<file path="src/rtl/alu_share_arbiter.sv">
// Two-port valid/ready arbiter sharing one ALU; holds the winner's op for ALU_LAT cycles,
// then returns result/zero to the winner. Define ALU_ARB_FIXED_PRIO_EN for fixed port-0 priority.
module alu_share_arbiter #(
  parameter int WIDTH   = 32,
  parameter int ALU_LAT = 1
) (
  input  logic             clk,
  input  logic             reset,
  input  logic             req0_valid,
  output logic             req0_ready,
  input  logic [2:0]       req0_aluop,
  input  logic [5:0]       req0_func,
  input  logic [WIDTH-1:0] req0_a,
  input  logic [WIDTH-1:0] req0_b,
  input  logic             req1_valid,
  output logic             req1_ready,
  input  logic [2:0]       req1_aluop,
  input  logic [5:0]       req1_func,
  input  logic [WIDTH-1:0] req1_a,
  input  logic [WIDTH-1:0] req1_b,
  output logic             resp0_valid,
  input  logic             resp0_ready,
  output logic             resp1_valid,
  input  logic             resp1_ready,
  output logic [WIDTH-1:0] resp_result,
  output logic             resp_zero,
  output logic [2:0]       alu_aluop,
  output logic [5:0]       alu_func,
  output logic [WIDTH-1:0] alu_a,
  output logic [WIDTH-1:0] alu_b,
  input  logic [WIDTH-1:0] alu_result,
  input  logic             alu_zero
);

  if (ALU_LAT < 1 || ALU_LAT > 15) begin : g_lat_chk
    $error("ALU_LAT must be in 1..15");
  end

  typedef enum logic [1:0] {S_IDLE, S_BUSY, S_RESP} state_t;

  typedef struct packed {
    logic [2:0]       aluop;
    logic [5:0]       func;
    logic [WIDTH-1:0] a;
    logic [WIDTH-1:0] b;
  } req_t;

  state_t           r_state, w_state_nxt;
  req_t             w_req [2];
  req_t             r_op;
  logic             r_owner;
  logic [3:0]       r_busy_cnt;
  logic [WIDTH-1:0] r_resp_result;
  logic             r_resp_zero;
  logic             w_grant, w_winner, w_owner_rdy;
`ifndef ALU_ARB_FIXED_PRIO_EN
  logic             r_last_grant;
`endif

  assign w_req[0]    = {req0_aluop, req0_func, req0_a, req0_b};
  assign w_req[1]    = {req1_aluop, req1_func, req1_a, req1_b};
  assign w_owner_rdy = r_owner ? resp1_ready : resp0_ready;

  always_comb begin
    w_state_nxt = r_state;
    w_grant     = 1'b0;
    w_winner    = 1'b0;
    unique case (r_state)
      S_IDLE: begin
        if (req0_valid && req1_valid) begin
          w_grant = 1'b1;
`ifdef ALU_ARB_FIXED_PRIO_EN
          w_winner = 1'b0;
`else
          w_winner = ~r_last_grant;
`endif
        end else if (req0_valid || req1_valid) begin
          w_grant  = 1'b1;
          w_winner = req1_valid;
        end
        if (w_grant) w_state_nxt = S_BUSY;
      end
      S_BUSY:  if (r_busy_cnt == 4'd0) w_state_nxt = S_RESP;
      S_RESP:  if (w_owner_rdy) w_state_nxt = S_IDLE;
      default: w_state_nxt = S_IDLE;
    endcase
  end

  // grant is only ever raised in IDLE, so ready is naturally gated by state
  assign req0_ready  = w_grant && !w_winner;
  assign req1_ready  = w_grant &&  w_winner;
  assign resp0_valid = (r_state == S_RESP) && !r_owner;
  assign resp1_valid = (r_state == S_RESP) &&  r_owner;
  assign resp_result = r_resp_result;
  assign resp_zero   = r_resp_zero;
  assign alu_aluop   = r_op.aluop;
  assign alu_func    = r_op.func;
  assign alu_a       = r_op.a;
  assign alu_b       = r_op.b;

  always_ff @(posedge clk) begin
    if (reset) begin
      r_state       <= S_IDLE;
      r_owner       <= 1'b0;
      r_busy_cnt    <= 4'd0;
      r_op          <= '0;
      r_resp_result <= '0;
      r_resp_zero   <= 1'b0;
`ifndef ALU_ARB_FIXED_PRIO_EN
      r_last_grant  <= 1'b1;
`endif
    end else begin
      r_state <= w_state_nxt;
      if (w_grant) begin
        r_op       <= w_req[w_winner];
        r_owner    <= w_winner;
        r_busy_cnt <= 4'(ALU_LAT - 1);
`ifndef ALU_ARB_FIXED_PRIO_EN
        r_last_grant <= w_winner;
`endif
      end
      if (r_state == S_BUSY) begin
        if (r_busy_cnt == 4'd0) begin
          r_resp_result <= alu_result;
          r_resp_zero   <= alu_zero;
        end else begin
          r_busy_cnt <= r_busy_cnt - 4'd1;
        end
      end
    end
  end

endmodule

</file>
<file path="config.mk">
export PLATFORM = sky130hd
export DESIGN_NAME = alu_share_arbiter
export DESIGN_NICKNAME = d
export VERILOG_FILES = /design/src/rtl/alu_share_arbiter.sv
export SDC_FILE = /design/constraint.sdc
export NUM_CORES = 1
export LEC_CHECK = 0
export ABC_CLOCK_PERIOD_IN_PS = 1900
export BUFFER_PORTS_ARGS = -buffer_cell sky130_fd_sc_hd__buf_2
export CORE_AREA = 2 2 113 115
export DETAILED_ROUTE_END_ITERATION = 16
export DIE_AREA = 0 0 115 117
export PLACE_DENSITY = 0.78
export SYNTH_ARGS = -nofsm -noshare
export SYNTH_HDL_FRONTEND = slang
export SYNTH_SLANG_ARGS = --single-unit
</file>
<file path="constraint.sdc">
create_clock -name clk -period 1.9 [get_ports clk]
set_clock_uncertainty 0.2 [all_clocks]
set_input_delay 0.475 -clock clk [delete_from_list [all_inputs] [get_ports clk]]
set_output_delay 0.475 -clock clk [all_outputs]
set_load 0.02 [all_outputs]
</file>
-- After elaboration in Yosys (flattened, before gate mapping)
Cells that the tools add are included.
- output and inout port bits: 110
- register bits after elaboration: 114
- logic and storage cells: 49
- input port bits: 185
- order comparisons: 1
- bitwise gates (word level): 2
- mux-type cells: 18
- add/sub/neg operators: 1
- eq/ne operators: 5
- reductions and logical operators: 12
- operator list (kind ; number):
    73-bit two-way mux ; 3
    4-bit two-way mux ; 3
    1-bit two-way mux ; 8
    2-bit two-way mux ; 3
    2-bit case mux with 3 select lines ; 1
    1-bit logical AND ; 5
    4-bit logical NOT ; 1
    2-bit != test, second input constant ; 2
    4-bit by 1-bit subtractor with 4-bit output, second input constant ; 1
    3-bit AND reduction ; 1
    2-bit by 1-bit == test with 1-bit output, second input constant ; 1
    2-bit == test, second input constant ; 1
    2-bit >= comparator, second input constant ; 1
    1-bit logical NOT ; 2
    2-bit logical NOT ; 1
    2-bit by 1-bit != test with 1-bit output, second input constant ; 1
    1-bit NOT with 2-bit output ; 1
    2-bit AND reduction ; 1
    1-bit logical OR ; 1
    1-bit NOT ; 1

-- Longest topological paths before layout
- depth after elaboration: 8
- gate-level depth with buffers: 7
- mapped depth without buffers: 5

-- Least setup slack after synthesis
OpenSTA, ideal clock, no wires.
- path kind: input port to output port
- from: input port req1_valid
- to: output port req1_ready
- stages on the path: 5
- arrival: 1.284 ns
- buffers on the path: 2
- path slack: -0.059 ns
- required time: 1.225 ns
- cell sequence: a21boi_0 > buf_2 > buf_2 > nand2_1 > inv_1
- word-level cells in the longest chain between the ends: 6
- elaborated cells between the ends (all ways): 10
- RTL lines (element ; line ; text):
    start, declared ; 15 ; input logic req1_valid,
    1-bit logical OR ; 77 ; end else if (req0_valid || req1_valid) begin
    1-bit two-way mux ; 77 ;
    1-bit two-way mux ; 70 ; if (req0_valid && req1_valid) begin
    1-bit two-way mux (2 in a row) ; 68 ; unique case (r_state)
    1-bit logical AND (*) ; 91 ; assign req1_ready = w_grant && w_winner;
    end, declared ; 16 ; output logic req1_ready,
Every way passes the cells marked *; elsewhere a longest branch is shown, timed or not. The select of a mux whose other input is x is not followed.

-- Worst setup path in the final report
- from: register r_state[1]
- to: output port req0_ready
- word-level cells in the longest chain between the ends: 4
- elaborated cells between the ends (all ways): 5
- RTL lines (element ; line ; text):
    start, declared ; 48 ; state_t r_state, w_state_nxt;
    start signal, assigned ; 113 ; r_state <= w_state_nxt;
    2-bit logical NOT (*) ; 68 ;
    1-bit two-way mux ; 68 ;
    1-bit logical NOT ; 90 ; assign req0_ready = w_grant && !w_winner;
    1-bit logical AND (*) ; 90 ;
    end, declared ; 10 ; output logic req0_ready,
Every way passes the cells marked *; elsewhere a longest branch is shown, timed or not.

==> flow_metrics.env <==
export IMPL_status="finished with violations"
export IMPL_violations="setup timing"
export IMPL_vias_per_cell=5.65
export IMPL_syn2layout_area_growth_pct=47.0
export IMPL_synth_most_common_cell="nand3_1"
export IMPL_cp_start_kind="flip-flop"
export IMPL_nets=1078
export IMPL_fin_crit_sh_pct=101
export IMPL_clock_latency_ns=0.40
export IMPL_htree_levels=4
export IMPL_dieArea_mm2=0.0135
export IMPL_vdd_drop_max_v=0.000512
export IMPL_ys_seq_elements=114
export IMPL_clk_pin_slew_ns=0.05
export IMPL_synthCells=628
export IMPL_synth_area_top_cells="dfxtp_1 (46%), nand3_1 (18%), o21ai_0 (10%)"
export IMPL_rsz0062_at_grt="true"
export IMPL_overflow=0
export IMPL_ys_flop_type="dfxtp_1"
export IMPL_die_w_um=115
export IMPL_multi_input_area_mm2=0.00238
export IMPL_ant_nets=0
export IMPL_synthTopCellsByCount="nand3_1 (180), dfxtp_1 (114), o21ai_0 (101)"
export IMPL_ys_warnings_count=0
export IMPL_synth_top_cell_area_share_pct=45.7
export IMPL_period_minus_slack_ns=1.92
export IMPL_p_per_area_mw_per_mm2=1060
export IMPL_drive_above_1_share_pct=40.8
export IMPL_cp_data_arrival_time_ns=1.24
export IMPL_setup_slack_ns=-0.0158
export IMPL_cts_root_buffer="clkbuf_16"
export IMPL_core_area_mm2=0.0123
export IMPL_power_mw=7.75
export IMPL_drv_cap=0
export IMPL_routed_wl_mm=17.2
export IMPL_design_area_mm2=0.00734
export IMPL_synth_compound_area_share_pct=24.8
export IMPL_layout_cells_non_filler=1057
export IMPL_muxShareOfSynthArea_pct=0.200
export IMPL_final_hold_viol_count=0
export IMPL_cts_tree="done"
export IMPL_syn_avg_cell_area_um2=7.95
export IMPL_hold_ws_ns=0.124
export IMPL_cts_hold_buf=0
export IMPL_path_max_fanout=6
export IMPL_worst_slew_pin_slew_ns=0.516
export IMPL_hpwl_mm=11.2
export IMPL_numClockSinks=114
export IMPL_hold_class="in -> reg"
export IMPL_place_congestion=0.804
export IMPL_end_kind="output port"
export IMPL_dp_cells=1015
export IMPL_syn_area_mm2=0.00499
export IMPL_finalSetupViolCount=1
export IMPL_num_rows=41
export IMPL_synth_area_leader_cell="dfxtp_1"
export IMPL_seqCellArea_mm2=0.00229
export IMPL_io_buffers=294
export IMPL_initial_utilization_pct=40.6
export IMPL_fin_util_pct=59.6
export IMPL_fillers=1127
export IMPL_synth_top_family_by_area="compound AO/OA/AOI/OAI gates"
export IMPL_grt_pass1_wl_mm=26.4
export IMPL_path_class="reg -> out"
export IMPL_setup_tns_ns=-0.0158
export IMPL_clock_path_buffers=2
export IMPL_dr_first_iter_drc_count=570
export IMPL_grt_max_degree=68
export IMPL_p_leak_nw=3.23
export IMPL_synth_fa_ha_area_share_pct=0.251
export IMPL_synth_cell_types=34
export IMPL_slew_viol_final=0
export IMPL_drcViolationCount=0
export IMPL_max_freq_mhz=522
export IMPL_dr_pass1_iters=7
export IMPL_synth_nets=814
export IMPL_place_area_mm2=0.00661
export IMPL_antenna_found_initial=2
export IMPL_fp_dieH_um=117
export IMPL_grt_usage_pct=24.4
export IMPL_wl_per_cell_um=16.3
export IMPL_synth_edf_count=0
export IMPL_yosysSeqAreaShare_pct=45.7
export IMPL_synth_simple_gate_area_share_pct=21.5
export IMPL_synth_xor_area_share_pct=0
export IMPL_dr_total_vias=5973
export IMPL_pin_count=295
export IMPL_async_reset_ff_share_pct=0
export IMPL_dp_slack_ns=0.0612
export IMPL_grt_pass1_vias=5302
export IMPL_slew_headroom_pct=65.6
export IMPL_numCtsBuffers=17
export IMPL_worstPathRequired_ns=1.22
## routing by layer
layer / up-vias / share of wire (%) / global-route usage (%)
li1: 2866 / - / -
met1: 2793 / 41 / 30.9
met2: 284 / 48 / 39.1
met3: 28 / 9.2 / 8.24
met4: 2 / 1.8 / 8.59
met5: - / 0.064 / 0
## cell type report
class | count | share of cell area (%)
clock inverter | 10 | 2.11
sequential | 114 | 31.2
inverter | 4 | 0.205
clock buffer | 22 | 6.46
multi-input combinational | 431 | 32.5
tap | 150 | 2.56
antenna | 2 | 0.0682
timing repair buffer | 324 | 24.9
## power by group
part | internal [mW] | total (mW) | switching (mW)
clock | 2.29 | 3.39 | 1.10
sequential | 2.62 | 2.73 | 0.109
combinational | 0.639 | 1.64 | 1.00
## flip-flops by register name (all words and copies together), names as in the netlist
name / count
r_owner: 1
alu_aluop: 3
alu_b: 32
resp_zero: 1
alu_func: 6
r_state: 2
r_busy_cnt: 4
resp_result: 32
r_last_grant: 1
alu_a: 32
## path summary, 6_finish.rpt
| path | start | end | slack [ns] | depth (start not counted) |
|---|---|---|---|---|
| setup / recovery | r_state[1]$_SDFFE_PP0P_ | req0_ready | -0.02 | 3 |
| hold reg to reg | resp_result[0]$_SDFFE_PP0P_ | resp_result[0]$_SDFFE_PP0P_ | 0.27 | 2 |
| setup reg to reg | r_state[1]$_SDFFE_PP0P_ | alu_a[8]$_SDFFE_PP0P_ | 0.13 | 6 |
| hold / removal | alu_result[0] | resp_result[0]$_SDFFE_PP0P_ | 0.12 | 3 |
## repair_timing
action	in CTS	in global routing
setup endpoints to repair	4	3
resized for setup	10	2
hold endpoints to repair	0	0
setup buffers	5	3
pin swaps	1	1
## worst max-delay path, cell delays in order, from the launching register on
cell and delay, ns:
dfxtp_4 0.37, nor2_4 0.15, and3_4 0.21, buf_6 0.12
## kinds of logic after synthesis
logic type               Yosys count
AO/OA/AOI/OAI                    225
multiplexers                       1
buffers and inverters             83
flip-flops                       114
adder cells (fa/ha/maj)            1
AND/OR/NAND/NOR                  204
## layout by cell type (no fill, tap or decap), drive strengths merged, types with 3 or more instances in the layout
| master | netlist | layout |
|---|---|---|
| a21oi | 35 | 35 |
| a31oi | 75 | 75 |
| buf | 33 | 323 |
| bufinv | 0 | 4 |
| clkbuf | 46 | 23 |
| clkinv | 0 | 4 |
| dfxtp | 114 | 114 |
| inv | 4 | 4 |
| nand3 | 180 | 180 |
| nand3b | 3 | 3 |
| nor2 | 3 | 3 |
| nor3b | 3 | 3 |
| o21ai | 108 | 108 |
Note: power is estimated with default switching activity, not from simulation.
